==> config.mk <==
export PLATFORM = sky130hd
export DESIGN_NAME = instruction_fetch_queue
export DESIGN_NICKNAME = d
export VERILOG_FILES = /design/src/rtl/instruction_fetch_queue.sv
export SDC_FILE = /design/constraint.sdc
export NUM_CORES = 1
export LEC_CHECK = 0
export ABC_AREA = 0
export BUFFER_PORTS_ARGS = -buffer_cell sky130_fd_sc_hd__buf_2
export CAP_MARGIN = 15
export CORE_MARGIN = 5
export CORE_UTILIZATION = 32
export CTS_CLUSTER_SIZE = 24
export DETAILED_ROUTE_END_ITERATION = 8
export PLACE_DENSITY = 0.51
export SYNTH_ARGS = -nofsm -noshare
export SYNTH_HDL_FRONTEND = slang
export SYNTH_SLANG_ARGS = --single-unit
==> constraint.sdc <==
create_clock -name clk -period 15.45 [get_ports clk]
set_clock_uncertainty 0.15 [all_clocks]
set_input_delay 2.3175 -clock clk [delete_from_list [all_inputs] [get_ports clk]]
set_output_delay 2.3175 -clock clk [all_outputs]
set_load 0.03 [all_outputs]
==> src/rtl/instruction_fetch_queue.sv <==
// Fetch front end: owns the fetch PC, fetches FETCH_WIDTH words per cycle into a circular
// {pc,instr} queue and presents the oldest FETCH_WIDTH entries to the issue controller.
module instruction_fetch_queue #(
   parameter int          FETCH_WIDTH     = 2,
   parameter int          DEPTH           = 8,
   parameter logic [31:0] START_BYTE_ADDR = 32'h0000_3000
) (
   input  logic                             clk,
   input  logic                             rst,
   output logic [31:0]                      imem_addr,
   input  logic [FETCH_WIDTH*32-1:0]        imem_data,
   input  logic                             redirect_valid,
   input  logic [31:0]                      redirect_pc,
   input  logic [$clog2(FETCH_WIDTH+1)-1:0] deq_count,
   output logic [FETCH_WIDTH-1:0]           out_valid,
   output logic [FETCH_WIDTH*32-1:0]        out_pc,
   output logic [FETCH_WIDTH*32-1:0]        out_instr,
   output logic [$clog2(DEPTH+1)-1:0]       occupancy
);

   localparam int PW = $clog2(DEPTH);
   localparam int OW = $clog2(DEPTH+1);

   logic [31:0]   fetch_pc_q, fetch_pc_d;
   logic [PW-1:0] head_q, head_d;
   logic [PW-1:0] tail_q, tail_d;
   logic [OW-1:0] occ_q, occ_d;
   logic [31:0]   pc_mem_q    [DEPTH];
   logic [31:0]   pc_mem_d    [DEPTH];
   logic [31:0]   instr_mem_q [DEPTH];
   logic [31:0]   instr_mem_d [DEPTH];
   logic [OW-1:0] deq_ext;
   logic [OW-1:0] eff_deq;
   logic          enq;

   // Handshake: out_valid[k] offers lane k; deq_count is how many of the oldest valid lanes the
   // consumer takes this cycle (clamped to occupancy). A redirect in the same cycle voids the take.
   always_comb begin
      deq_ext     = OW'(deq_count);
      eff_deq     = (deq_ext > occ_q) ? occ_q : deq_ext;
      enq         = (OW'(DEPTH) - occ_q) >= OW'(FETCH_WIDTH);
      fetch_pc_d  = fetch_pc_q;
      head_d      = head_q;
      tail_d      = tail_q;
      occ_d       = occ_q;
      pc_mem_d    = pc_mem_q;
      instr_mem_d = instr_mem_q;
      if (redirect_valid) begin
         fetch_pc_d = redirect_pc & ~32'h3;
         head_d     = '0;
         tail_d     = '0;
         occ_d      = '0;
      end else begin
         head_d = head_q + PW'(eff_deq);
         occ_d  = occ_q - eff_deq;
         // Room is judged on the pre-dequeue occupancy, so a full queue skips one fetch slot.
         if (enq) begin
            for (int k = 0; k < FETCH_WIDTH; k++) begin
               pc_mem_d[tail_q + PW'(k)]    = fetch_pc_q + 32'(4*k);
               instr_mem_d[tail_q + PW'(k)] = imem_data[k*32 +: 32];
            end
            tail_d     = tail_q + PW'(FETCH_WIDTH);
            occ_d      = occ_d + OW'(FETCH_WIDTH);
            fetch_pc_d = fetch_pc_q + 32'(4*FETCH_WIDTH);
         end
      end
   end

   always_ff @(posedge clk) begin
      if (rst) begin
         fetch_pc_q <= START_BYTE_ADDR & ~32'h3;
         head_q     <= '0;
         tail_q     <= '0;
         occ_q      <= '0;
      end else begin
         fetch_pc_q <= fetch_pc_d;
         head_q     <= head_d;
         tail_q     <= tail_d;
         occ_q      <= occ_d;
      end
   end

   // Storage contents are don't-care until written; invalid lanes are masked to zero below.
   always_ff @(posedge clk) begin
      pc_mem_q    <= pc_mem_d;
      instr_mem_q <= instr_mem_d;
   end

   always_comb begin
      imem_addr = fetch_pc_q;
      occupancy = occ_q;
      out_valid = '0;
      out_pc    = '0;
      out_instr = '0;
      for (int k = 0; k < FETCH_WIDTH; k++) begin
         if (OW'(k) < occ_q) begin
            out_valid[k]         = 1'b1;
            out_pc[k*32 +: 32]    = pc_mem_q[head_q + PW'(k)];
            out_instr[k*32 +: 32] = instr_mem_q[head_q + PW'(k)];
         end
      end
   end

endmodule

Word level (Yosys, flattened, before mapping)
Cells that the tools add are included.
{"block": "word_totals", "output_inout_bits": 166, "latchBits": 0, "ramBits": 0, "memories": 0, "in_bits": 101, "romBits": 0, "register_bits": 554, "word_cells": 80}
{"block": "op_classes", "n_addsub": 9, "magnitude_cmp": 10, "eq_ne": 0, "div_mod_pow": 0, "shift": 0, "bitwise": 5, "n_reduce_logical": 5, "mul": 0, "muxes": 30}
{"cell": "$bwmux W256", "n": 4}
{"cell": "$mux W32", "n": 16}
{"cell": "$bmux W32 S3", "n": 4}
{"cell": "$demux W32 S3", "n": 2}
{"cell": "$add A32 B3 Y32 const B", "n": 1}
{"cell": "$add A32 B4 Y32 const B", "n": 1}
{"cell": "$ge A4 B4 Y1 const B", "n": 4}
{"cell": "$not A3 Y4", "n": 4}
{"cell": "$lt A1 B4 Y1 const A", "n": 2}
{"cell": "$lt A4 B1 Y1 const B", "n": 2}
{"cell": "$mux W4", "n": 2}
{"cell": "$add A3 B1 Y3 const B", "n": 2}
{"cell": "$add A4 B2 Y4 const B", "n": 1}
{"cell": "$ge A4 B2 Y1 const B", "n": 1}
{"cell": "$gt A2 B4 Y1", "n": 1}
{"cell": "$sub A4 B4 Y4", "n": 1}
{"cell": "$sub A4 B4 Y4 const A", "n": 1}
{"cell": "$add A3 B2 Y3 const B", "n": 1}
{"cell": "$add A3 B3 Y3", "n": 1}
{"cell": "$logic_and A1 B1 Y1", "n": 2}
{"cell": "$mux W1", "n": 2}
{"cell": "$reduce_and A2 Y1", "n": 1}
{"cell": "$reduce_bool A2 Y1", "n": 1}
{"cell": "$reduce_or A2 Y1", "n": 1}
{"cell": "$not A1 Y1", "n": 1}

Logic depth before layout (Yosys ltp)
{"block": "depth", "ltp_word": 7, "ltp_mapped": 13, "ltp_nobuf": 13}

Least setup slack after synthesis
No wires, ideal clock.
{"block": "synth_timing", "kind": "input to register", "startpoint": "input port redirect_valid", "endpoint": "register instr_mem_q[128] in the netlist's numbering, enable pin", "setup_slack_ns": 9.174, "setup_time_ns": 0.499, "cell_stages": 3, "t_required_ns": 14.801, "n_path_buf": 1, "t_arrival_ns": 5.628, "path_cell_list": "inv_2 -> clkbuf_1 -> and3_1"}
{"block": "synth_via", "elab_chain_len": 2}
{"element": "start: declaration", "line_no": "12", "rtl": "input logic redirect_valid,"}
{"element": "$not A1 Y1 (no source line)"}
{"element": "$reduce_and A2 Y1 (no source line)"}
{"element": "end signal: assignment", "line_no": "86", "rtl": "instr_mem_q <= instr_mem_d;"}
{"element": "end: declaration", "line_no": "30", "rtl": "logic [31:0] instr_mem_q [DEPTH];"}
No other way between the ends.
A chain may end at the register's enable or synchronous reset.

Final worst setup path
{"block": "layout_timing", "startpoint": "register head_q[0]", "endpoint": "output port out_pc[34]"}
{"block": "layout_via", "elab_chain_len": 6}
{"element": "start: declaration", "line_no": "25", "rtl": "logic [PW-1:0] head_q, head_d;"}
{"element": "start signal: assignment", "line_no": "72", "rtl": "head_q <= '0;"}
{"element": "start signal: assignment", "line_no": "77", "rtl": "head_q <= head_d;"}
{"element": "$add A3 B1 Y3", "line_no": "98", "rtl": "out_pc[k*32 +: 32] = pc_mem_q[head_q + PW'(k)];"}
{"element": "$not A3 Y4 (not written as such)", "line_no": "98"}
{"element": "$bmux W32 S3", "line_no": "98"}
{"element": "$mux W32 (not written as such) (2 in a row)", "line_no": "98"}
{"element": "$mux W32", "line_no": "96", "rtl": "if (OW'(k) < occ_q) begin"}
{"element": "end: declaration", "line_no": "16", "rtl": "output logic [FETCH_WIDTH*32-1:0] out_pc,"}
No other way between the ends. The select of a mux whose other input is x is not followed.

==> flow_summary.ini <==
[status]
status = finished, final reports clean

[placed_design]
gp_congestion = 0.751
port_buffers = 258
hpwlAfterDp_um = 49400

[power]
p_clk_frac = 0.248
p_comb_frac = 0.411
p_int_w = 0.00348
power.share.switching = 0.399
leakage_nw = 10.4
total_power_w = 0.00579
irDropWorstVdd_uv = 158
pwr-share-seq = 0.341
powerDensity_mw_per_mm2 = 183
switchingPower_w = 0.00231

[clocking]
cts_buffer_depth = 3
hold_buffers = 0
cts_sinks = 535
cts_tree = built
clk_latency_ns = 0.61
h-tree-depth = 2
postCtsSetupBuffers = 0
cts_resized = 0
cts_buffers = 60
clockRootBuffer = clkbuf_16
path_clk_slew_ns = 0.06

[final_layout]
nFillCells = 8008
drive_gt1_frac = 0.322
area_growth_pct = 16.6
nNetsFinal = 2127

[sta]
worstMarginPinSlew_ns = 1.14
post-route-min-period_ns = 7.33
setup_viol = 0
hold_violations = 0
slew_viol_final = 0
period_share = 0.474
fmax_mhz = 136
slew-limit-headroom = 0.238
fin_setup_tns_ns = 0
rsz0062_at_grt = false

[route]
drt_iter0_drc = 1242
num_vias = 16800
ant_nets = 0
drt_first_pass_iters = 7
via_per_inst = 5.25
drc_errors = 0
wl_per_cell_um = 25.4
finalWirelength_um = 80900

[floorplanning]
die_w_um = 301
pin_count = 267
core_mm2 = 0.0838
initial_core_util = 0.323
die_area_mm2 = 0.0905
fp.dieH_um = 301
row_count = 106

[yosys]
syn_inst = 1792
yosysUniqueCellTypes = 45
yosysSeqAreaShare = 0.579
synth_ff_type = edfxtp_1
ys_ff_latch = 535
yosysWarnings = 0
synth_area_mm2 = 0.0271
synthArstFlopShare = 0
syn_area_per_cell_um2 = 15.1
synth_edf_count = 496

[grt]
antenna_found_initial = 10
globalRoute.totalOverflow = 0
grt_usage = 0.175
grt_pass1_wl_um = 119000
first_global_vias = 17700
grt_max_degree = 67

[worst_setup_path]
end_kind = output pin
start_kind = flop
critPathRequiredTime_ns = 12.98
cp_max_fo = 61
worstSetupPathType = reg -> out
worst-endpoint-arrival_ns = 4.86

[min_path]
hold_path.class = reg -> reg

[run]
cap_violations = 0
## worst max-delay path, cell delays in order, from the launching register on
cell     delay, ns
dfxtp_4       0.55
buf_4         0.73
buf_4         0.86
buf_4         0.88
mux4_2        0.61
nand2_1       0.08
a21oi_1       0.13
buf_2         0.25
## synth_stat cells (4+ instances only)
cell	n	area (um2)
edfxtp_1	496	14900
mux4_2	248	5590
nand2_1	157	589
and2_1	137	857
nor2b_1	114	713
nor2_1	102	383
clkbuf_1	90	338
a21oi_1	66	330
mux2i_1	63	631
dfxtp_1	39	781
xor2_1	34	298
buf_2	28	140
xnor2_1	24	210
a211oi_1	21	158
buf_1	19	71.3
nand3_1	19	95.1
nor3_1	18	90.1
ha_1	15	188
inv_1	15	56.3
nand4_1	15	93.8
nor4_1	9	56.3
o21ai_0	8	40.0
and3_1	7	43.8
buf_4	6	45.0
nor4_2	5	62.6
a311oi_1	4	35.0
or3_1	4	25.0
## path summary, 6_finish.rpt
path	slack (ns)	cells past startpoint	endpoint	start
worst min register to register	0.40	2	tail_q[2]	tail_q[2]
worst min-delay path	0.40	2	tail_q[2]	tail_q[2]
worst max register to register	11.31	8	pc_mem_q[136]	occupancy[1]
worst max-delay path	8.12	7	out_pc[34]	head_q[0]
## cell type report
class                      instances  area [um2]  area share
sequential                       535       15700       0.497
multi-input combinational       1101       10900       0.344
timing repair buffer             295        1570      0.0497
clock buffer                      72        1570      0.0497
tap                             1134        1420      0.0449
clock inverter                    34         389      0.0123
inverter                          16        60.1     0.00190
antenna                            4        10.0    0.000317
## per-stage QoR
step / cells / hold WS [ns] / setup slack [ns] / utilization / instance area [um2]
after floorplan: 1797 / 0.315 / 9.17 / - / 27100
after global placement: 3081 / 0.386 / 8.67 / 0.353 / 29600
after detailed placement: 3081 / 0.397 / 8.64 / 0.353 / 29600
after CTS: 3187 / 0.404 / 7.98 / 0.376 / 31600
after global routing: 3188 / 0.432 / 7.67 / 0.377 / 31600
final: 3191 / 0.402 / 8.12 / 0.377 / 31600
## routing by layer
| layer | wire length [um] | global-route usage |
|---|---|---|
| met1 | 33400 | 0.234 |
| met2 | 40800 | 0.304 |
| met3 | 5330 | 0.0312 |
| met4 | 1440 | 0.0357 |
| met5 | 0 | 0 |
## layout by cell type (no fill, tap or decap), drive strengths merged, types with 15 or more instances in the layout
cell type / synthesis / routed
edfxtp: 496 / 496
buf: 55 / 295
mux4: 248 / 248
nand2: 157 / 157
and2: 137 / 137
nor2b: 114 / 114
nor2: 102 / 102
clkbuf: 90 / 72
a21oi: 66 / 66
mux2i: 63 / 63
dfxtp: 39 / 39
xor2: 34 / 34
xnor2: 24 / 24
a211oi: 22 / 22
nand3: 20 / 20
clkinv: 0 / 19
nor3: 18 / 18
inv: 16 / 18
nand4: 15 / 15
ha: 15 / 15
## flip-flops by register name, indices dropped and copies added (netlist names)
| name | flops |
|---|---|
| head_q | 3 |
| imem_addr | 30 |
| instr_mem_q | 256 |
| occupancy | 4 |
| pc_mem_q | 240 |
| tail_q | 2 |
## cells by family after synthesis
logic type               after synthesis  share of synthesized area
adder cells (fa/ha/maj)               17                    0.00841
AO/OA/AOI/OAI                        107                     0.0233
other                                  1                   0.000138
flip-flops                           535                      0.579
AND/OR/NAND/NOR                      602                      0.116
buffers and inverters                161                     0.0250
multiplexers                         311                      0.230
XOR/XNOR                              58                     0.0188
## power by group through the flow
stage,Clock (W),Combinational (W),Sequential [W]
CTS,0.00147,0.00243,0.00198
detailed placement,0,0.00242,0.00201
global route,0.00153,0.00254,0.00200
floorplan,0,0.00161,0.00198
global placement,0,0.00241,0.00199
finish,0.00143,0.00238,0.00198
(Power assumes the default switching activity.)
